==> src/rtl/fpnew_issue_rob.sv <==
// Issue/reorder front-end for FPNew: tags commands on issue, gathers out-of-order
// completions by tag and retires them to the core strictly in issue order.
module fpnew_issue_rob #(
    parameter int FLEN       = 64,
    parameter int TAG_WIDTH  = 3,
    parameter int CTRL_WIDTH = 17
) (
    input  logic                  clk_i,
    input  logic                  rst_ni,
    input  logic                  cmd_valid_i,
    output logic                  cmd_ready_o,
    input  logic [3*FLEN-1:0]     cmd_operands_i,
    input  logic [CTRL_WIDTH-1:0] cmd_ctrl_i,
    output logic                  fpu_in_valid_o,
    input  logic                  fpu_in_ready_i,
    output logic [3*FLEN-1:0]     fpu_operands_o,
    output logic [CTRL_WIDTH-1:0] fpu_ctrl_o,
    output logic [TAG_WIDTH-1:0]  fpu_tag_o,
    output logic                  fpu_flush_o,
    input  logic                  fpu_out_valid_i,
    output logic                  fpu_out_ready_o,
    input  logic [FLEN-1:0]       fpu_result_i,
    input  logic [4:0]            fpu_status_i,
    input  logic [TAG_WIDTH-1:0]  fpu_tag_i,
    input  logic                  fpu_busy_i,
    output logic                  rsp_valid_o,
    input  logic                  rsp_ready_i,
    output logic [FLEN-1:0]       rsp_result_o,
    output logic [4:0]            rsp_status_o,
    input  logic                  flush_i,
    output logic                  busy_o,
    output logic                  spurious_o
);
    localparam int DEPTH = 2 ** TAG_WIDTH;

    logic [DEPTH-1:0]           pending_q, pending_d;
    logic [DEPTH-1:0]           done_q, done_d;
    logic [DEPTH-1:0][FLEN-1:0] result_q;
    logic [DEPTH-1:0][4:0]      status_q;
    logic [TAG_WIDTH-1:0]       head_q, head_d, tail_q, tail_d;
    logic [TAG_WIDTH:0]         count_q, count_d;
    logic                       spurious_q, spurious_d;
    logic                       full, alloc, retire, cmpl_hit, cmpl_ok;

    assign full           = (count_q == (TAG_WIDTH+1)'(DEPTH));
    assign fpu_in_valid_o = cmd_valid_i & ~full & ~flush_i;
    assign cmd_ready_o    = fpu_in_ready_i & ~full & ~flush_i;
    assign fpu_operands_o = cmd_operands_i;
    assign fpu_ctrl_o     = cmd_ctrl_i;
    assign fpu_tag_o      = tail_q;
    assign fpu_flush_o    = flush_i;
    assign fpu_out_ready_o = 1'b1;

    assign rsp_valid_o  = done_q[head_q];
    assign rsp_result_o = result_q[head_q];
    assign rsp_status_o = status_q[head_q];
    assign busy_o       = (count_q != '0) | fpu_busy_i;
    assign spurious_o   = spurious_q;

    assign alloc    = fpu_in_valid_o & fpu_in_ready_i;
    assign retire   = rsp_valid_o & rsp_ready_i & ~flush_i;
    assign cmpl_hit = pending_q[fpu_tag_i] & ~done_q[fpu_tag_i];
    assign cmpl_ok  = fpu_out_valid_i & ~flush_i & cmpl_hit;
    // Flush-caused drops are intentional, so they never flag as spurious.
    assign spurious_d = fpu_out_valid_i & ~flush_i & ~cmpl_hit;

    always_comb begin
        pending_d = pending_q;
        done_d    = done_q;
        head_d    = head_q;
        tail_d    = tail_q;
        count_d   = count_q;
        if (alloc) begin
            pending_d[tail_q] = 1'b1;
            done_d[tail_q]    = 1'b0;
            tail_d            = tail_q + 1'b1;
        end
        if (retire) begin
            pending_d[head_q] = 1'b0;
            done_d[head_q]    = 1'b0;
            head_d            = head_q + 1'b1;
        end
        if (cmpl_ok) done_d[fpu_tag_i] = 1'b1;
        case ({alloc, retire})
            2'b10:   count_d = count_q + (TAG_WIDTH+1)'(1);
            2'b01:   count_d = count_q - (TAG_WIDTH+1)'(1);
            default: count_d = count_q;
        endcase
        if (flush_i) begin
            pending_d = '0;
            done_d    = '0;
            head_d    = '0;
            tail_d    = '0;
            count_d   = '0;
        end
    end

    always_ff @(posedge clk_i or negedge rst_ni) begin
        if (!rst_ni) begin
            pending_q  <= '0;
            done_q     <= '0;
            result_q   <= '0;
            status_q   <= '0;
            head_q     <= '0;
            tail_q     <= '0;
            count_q    <= '0;
            spurious_q <= 1'b0;
        end else begin
            pending_q  <= pending_d;
            done_q     <= done_d;
            head_q     <= head_d;
            tail_q     <= tail_d;
            count_q    <= count_d;
            spurious_q <= spurious_d;
            if (cmpl_ok) begin
                result_q[fpu_tag_i] <= fpu_result_i;
                status_q[fpu_tag_i] <= fpu_status_i;
            end
        end
    end
endmodule

==> config.mk <==
export PLATFORM = sky130hd
export DESIGN_NAME = fpnew_issue_rob
export DESIGN_NICKNAME = d
export VERILOG_FILES = /design/src/rtl/fpnew_issue_rob.sv
export SDC_FILE = /design/constraint.sdc
export NUM_CORES = 1
export LEC_CHECK = 0
export BUFFER_PORTS_ARGS = -buffer_cell sky130_fd_sc_hd__buf_2
export CORE_MARGIN = 5
export CORE_UTILIZATION = 40
export DETAILED_ROUTE_END_ITERATION = 6
export PLACE_DENSITY = 0.69
export SLEW_MARGIN = 10
export SYNTH_ARGS = -nofsm -noshare
export SYNTH_HDL_FRONTEND = slang
export SYNTH_SLANG_ARGS = --single-unit
==> constraint.sdc <==
create_clock -name clk_i -period 3.42 [get_ports clk_i]
set_input_delay 0.513 -clock clk_i [delete_from_list [all_inputs] [get_ports clk_i]]
set_output_delay 0.513 -clock clk_i [all_outputs]
set_load 0.01 [all_outputs]
==> flow_metrics.env, run 1 <==
export IMPL_ir_worst_vdd_mv=0.420
export IMPL_worst_setup_path_type="reg -> out"
export IMPL_timing_hold_ws_ns=0.204
export IMPL_tightestPinTransition_ns=0.888
export IMPL_drive_gt1_share_pct=44.4
export IMPL_portBuffers=157
export IMPL_routabilityCongestion=0.858
export IMPL_gr_total_overflow=0
export IMPL_ys_ff_latch=579
export IMPL_cts_buffer_depth=3
export IMPL_synth_edff_count=0
export IMPL_dieArea_sq_um=76000
export IMPL_htreeDepth=2
export IMPL_fin_crit_sh_pct=97.5
export IMPL_syn_cell_area_sq_um=28200
export IMPL_fmax_mhz=300
export IMPL_fillers=6260
export IMPL_grt_start_max_net_pins=98
export IMPL_start_util_pct=40.3
export IMPL_fp_dieH_microns=276
export IMPL_areaGrowthSynthToFinish_pct=10.2
export IMPL_drv_cap=0
export IMPL_cp_max_fo=71
export IMPL_crit_path_end_kind="primary output"
export IMPL_holdCritPathClass="in -> reg"
export IMPL_power_total_mw=16.8
export IMPL_dp_hpwl_mm=54.1
export IMPL_finalNetCount=2430
export IMPL_syn_num_nets=2478
export IMPL_antenna_found_initial=16
export IMPL_dr_pass1_iters=5
export IMPL_synth_seq_area_share_pct=51.3
export IMPL_syn_avg_cell_area_sq_um=12.9
export IMPL_cellLeakagePower_nw=14.2
export IMPL_status="finished, final reports clean"
export IMPL_slew_headroom_pct=40.8
export IMPL_vias_per_cell=5.57
export IMPL_clock_sinks=579
export IMPL_holdPathStages=2
export IMPL_drc=0
export IMPL_synthArstFlopShare_pct=100
export IMPL_cts_tree="built"
export IMPL_clk_pin_slew_ns=0.06
export IMPL_cts_buffers=58
export IMPL_cts_root_buf="clkbuf_16"
export IMPL_grt_pass1_vias=19039
export IMPL_layout_cells_non_filler=3132
export IMPL_postSynthCellCount=2185
export IMPL_avgRoutedWirePerCell_microns=25.8
export IMPL_io_pins=577
export IMPL_post_place_cells=3010
export IMPL_grt_first_pass_wirelength_mm=122
export IMPL_drv_slew=0
export IMPL_drt_initial_drc_count=1086
export IMPL_ys_warn_count=0
export IMPL_rsz0062_at_grt="false"
export IMPL_cp_start_kind="register"
export IMPL_clock_skew_ns=0.0328
export IMPL_vias=17455
export IMPL_yosys_most_used_dff="dfrtp_1"
export IMPL_p_per_area_nw_per_um2=539
export IMPL_hold_viol=0
export IMPL_std_cell_rows=97
export IMPL_fin_crit_ns=3.33
export IMPL_core_sq_um=70000
export IMPL_required_ns=2.91
export IMPL_fin_tns_setup_ns=0
export IMPL_insertion_delay_ns=0.64
export IMPL_routed_wl_mm=80.8
export IMPL_die_w_microns=276
export IMPL_grtUsageTotal_pct=20.8
export IMPL_synth_distinct_cells=50
export IMPL_setup_violations=0
export IMPL_cp_arrival_ns=2.82
export IMPL_rr_worst_depth=12
export IMPL_ant_nets=0
## per-layer routing
metal	up-vias	track usage (%)	part of all wire [%]	routed length (microns)
met3	219	8.71	10	8410
met2	653	34.7	49	39800
met5	-	1.03	0.16	129
li1	7564	-	-	-
met1	9013	23.4	36	29300
met4	6	8.78	4.0	3200
## critical path: stages (launching register included)
cell	delay, ns
dfrtp_4	0.48
buf_16	0.36
nor2b_2	0.26
buf_4	0.28
a21oi_1	0.10
o21ai_0	0.43
buf_2	0.23
## timing repair
item	CTS	global route
hold buffers	1	0
resized for setup	6	3
endpoints found under the setup margin	49	7
buffers inserted	0	5
gates cloned	1	0
endpoints found under the hold margin	80	0
## cell usage after synthesis (2+ instances only)
cell type,count,area [sq um]
a31o_2,4,35.0
xor2_1,3,26.3
o21ai_0,14,70.1
o221ai_1,58,508
and3_1,3,18.8
mux2i_1,83,831
dfrtp_1,579,14500
a22oi_1,67,503
nand2_1,75,282
a221oi_1,6,52.6
nor3_1,3,15.0
nand3_1,8,40.0
nor4_1,2,12.5
nor2_1,90,338
buf_1,19,71.3
a21oi_1,77,385
mux2_2,598,6730
o22a_1,10,87.6
nor2b_1,9,56.3
a31oi_1,6,37.5
inv_1,6,22.5
ha_1,4,50.1
a21boi_0,3,22.5
nand2b_1,3,18.8
mux4_2,4,90.1
a311oi_1,2,17.5
nor2_2,2,12.5
o21ba_2,3,30.0
and2_1,5,31.3
xnor2_1,3,26.3
mux2_1,83,935
clkbuf_1,63,236
buf_4,230,1730
buf_2,35,175
a211oi_1,3,22.5
buf_6,8,90.1
## logic make-up (layout without fill, tap and decap cells)
| logic type | Yosys count | in the layout | synth area share, % |
|---|---|---|---|
| AOI/OAI and AO/OA | 260 | 260 | 6.47 |
| xor gates and xnor gates | 6 | 6 | 0.186 |
| adders and majority gates | 4 | 4 | 0.177 |
| buffers and inverters | 361 | 358 | 8.23 |
| DFF | 579 | 579 | 51.3 |
| muxes | 768 | 768 | 30.4 |
| other | 1 | 11 | 0.0133 |
| and+or+nand+nor | 206 | 206 | 3.17 |
## where the power goes
part	internal, mW	switching (mW)	total (mW)
clock	3.60	2.74	6.34
sequential	7.81	0.489	8.30
combinational	1.18	0.932	2.12
## cells in the final DEF (no fill, tap or decap), types with 46 or more instances in the layout
cell	count
nor2_1	86
a22oi_1	67
a21oi_1	77
nand2_1	75
o221ai_1	58
mux2_2	598
dfrtp_1	576
buf_4	46
clkbuf_16	58
mux2i_1	83
buf_2	156
mux2_1	83
## final timing paths
path / startpoint / end / slack [ns]
max reg2reg: head_q[1] / count_q[3] / 0.37
max in group asynchronous: rst_ni / status_q[17] / 1.85
min: fpu_result_i[19] / result_q[83] / 0.20
min reg2reg: result_q[369] / result_q[369] / 0.48
min in group asynchronous: rst_ni / result_q[84] / 0.48
max: head_q[1] / rsp_result_o[56] / 0.09
## flip-flops by register name, summed over array words and instances, names as in the netlist
register    flops
result_q      512
status_q       40
done_q          8
pending_q       8
count_q         4
fpu_tag_o       3
head_q          3
spurious_o      1
## metrics by stage
| stage | utilization [%] | setup slack (ns) | cell area, sq um |
|---|---|---|---|
| floorplan | - | 0.603 | 28200 |
| global placement | 41.5 | 0.384 | 29100 |
| detailed placement | 41.5 | 0.350 | 29100 |
| CTS | 44.3 | 0.00304 | 31000 |
| global route | 44.4 | 0.00794 | 31100 |
| finish | 44.4 | 0.0858 | 31100 |
## cell type report
| type | instances | area, sq um | area share, % |
|---|---|---|---|
| diodes | 10 | 25.0 | 0.0804 |
| inverters | 6 | 22.5 | 0.0724 |
| multi-input cells | 1245 | 11500 | 36.9 |
| clock buffers | 79 | 1640 | 5.27 |
| repair buffers | 247 | 2000 | 6.44 |
| flip-flops and latches | 579 | 14500 | 46.6 |
| well taps | 940 | 1180 | 3.78 |
| clock inverters | 26 | 265 | 0.853 |
(Power assumes the default switching activity.)
==> inputs of run 2 (changes only) <==
- CORE_UTILIZATION: 40 -> 35
- PLACE_DENSITY: 0.69 -> 0.63
==> flow_metrics.env, run 2 (same netlist as run 1, synthesis figures left out) <==
export IMPL_fmax_mhz=305
export IMPL_holdCritPathClass="in -> reg"
export IMPL_portBuffers=157
export IMPL_drv_cap=0
export IMPL_multi_input_area_sq_um=11500
export IMPL_layout_common_cells="598 x mux2_2, 576 x dfrtp_1, 156 x buf_2"
export IMPL_dieArea_sq_um=86400
export IMPL_final_common_cell="mux2_2"
export IMPL_worst_setup_path_type="reg -> out"
export IMPL_slew_headroom_pct=51.8
export IMPL_fin_area_sq_um=31200
export IMPL_areaGrowthSynthToFinish_pct=10.6
export IMPL_utilization_pct=38.9
export IMPL_clock_skew_ns=0.0284
export IMPL_required_ns=2.91
export IMPL_grt_pass1_vias=18427
export IMPL_largest_register="result_q"
export IMPL_cp_start_kind="register"
export IMPL_dr_pass1_iters=5
export IMPL_timing_hold_ws_ns=0.216
export IMPL_cellLeakagePower_nw=14.1
export IMPL_setup_violations=0
export IMPL_core_sq_um=80300
export IMPL_clock_sinks=579
export IMPL_cts_root_buf="clkbuf_16"
export IMPL_cp_arrival_ns=2.77
export IMPL_grtUsageTotal_pct=18.2
export IMPL_regArea_sq_um=14500
export IMPL_tightestPinTransition_ns=0.723
export IMPL_die_w_microns=294
export IMPL_drc=0
export IMPL_drive_gt1_share_pct=44.1
export IMPL_path_delay_family="buffers and inverters"
export IMPL_dpl_cell_area_sq_um=29000
export IMPL_crit_path_end_kind="primary output"
export IMPL_crit_buf_inv=3
export IMPL_drt_initial_drc_count=917
export IMPL_slowest_delay_ns=0.55
export IMPL_fin_crit_sh_pct=95.9
export IMPL_largest_register_ffs=512
export IMPL_fillers=7452
export IMPL_cts_tree="built"
export IMPL_gr_total_overflow=0
export IMPL_insertion_delay_ns=0.61
export IMPL_fin_tns_setup_ns=0
export IMPL_drv_slew=0
export IMPL_grt_first_pass_wirelength_mm=121
export IMPL_vias_per_cell=5.40
export IMPL_cp_cell_sequence="buf_4, nor2_4, buf_12, a22oi_1, o221ai_1, buf_2"
export IMPL_io_pins=577
export IMPL_avgRoutedWirePerCell_microns=25.6
export IMPL_rsz0062_at_grt="false"
export IMPL_ir_worst_vdd_mv=0.377
export IMPL_fp_dieH_microns=294
export IMPL_std_cell_rows=104
export IMPL_ant_nets=0
export IMPL_power_total_mw=17.1
export IMPL_cts_buffers=57
export IMPL_vias=17413
export IMPL_cp_slowest_cell="dfrtp_4"
export IMPL_dp_hpwl_mm=52.2
export IMPL_cts_buffer_depth=3
export IMPL_hold_viol=0
export IMPL_fin_crit_ns=3.28
export IMPL_finalNetCount=2404
export IMPL_reg_top3="result_q x512, status_q x40"
export IMPL_clk_pin_slew_ns=0.06
export IMPL_status="finished, final reports clean"
export IMPL_p_per_area_nw_per_um2=548
export IMPL_grt_start_max_net_pins=98
export IMPL_routed_wl_mm=82.8
export IMPL_cp_max_fo=45
export IMPL_antenna_found_initial=17
export IMPL_start_util_pct=35.2
export IMPL_routabilityCongestion=0.809
export IMPL_htreeDepth=2
==> run 2: area by class of cell <==
type	count	area share [%]
Clock inverter	30	1.17
Tap cell	1060	4.25
Sequential cell	579	46.5
Multi-Input combinational cell	1245	36.8
Inverter	6	0.0722
Timing Repair Buffer	222	5.81
Clock buffer	77	5.39
Antenna cell	8	0.0641
==> run 2: path summary, 6_finish.rpt <==
check                            startpoint          endpoint  slack [ns]  depth (start not counted)
hold reg to reg               result_q[327]     result_q[327]        0.48                          1
hold / removal             fpu_result_i[47]     result_q[367]        0.22                          2
setup reg to reg                  head_q[2]        count_q[3]        0.33                         11
max in group asynchronous            rst_ni         head_q[1]        1.85                          3
setup / recovery                  head_q[2]  rsp_result_o[62]        0.14                          6
min in group asynchronous            rst_ni     result_q[282]        0.54                          2
==> run 2: metrics by stage <==
step,std cells,setup slack (ns)
after floorplan,2185,0.603
after global placement,3106,0.239
after detailed placement,3106,0.263
after CTS,3214,0.00361
after global routing,3222,0.0322
final,3227,0.141
==> run 2: power breakdown <==
group	switching, mW	internal, mW
Combinational	0.924	1.18
Sequential	0.484	7.81
Clock	2.74	3.98
Total	4.15	13.0
==> run 2: metal layers <==
layer	up-vias	share of wire (%)	GRT usage, %	routed length (microns)
met5	-	0.39	2.44	323
li1	7510	-	-	-
met1	9062	38	21.2	31300
met4	14	4.7	8.07	3880
met3	237	9.0	6.64	7480
met2	590	48	30.1	39800
==> run 2: worst reg2reg max path, delay by kind of cell, from the launching register on <==
kind / cells / cell delay, ns
AND/OR/NAND/NOR: 6 / 1.37
adder cells (fa/ha/maj): 1 / 0.35
flip-flops: 1 / 0.50
AO/OA/AOI/OAI: 4 / 0.82
==> run 2: what timing repair did <==
| action | CTS | global route |
|---|---|---|
| cloned | 0 | 1 |
| hold endpoints to repair | 74 | 0 |
| hold buffers | 1 | 0 |
| gates resized for setup | 6 | 2 |
| endpoints found under the setup margin | 6 | 5 |
| buffers inserted | 0 | 4 |
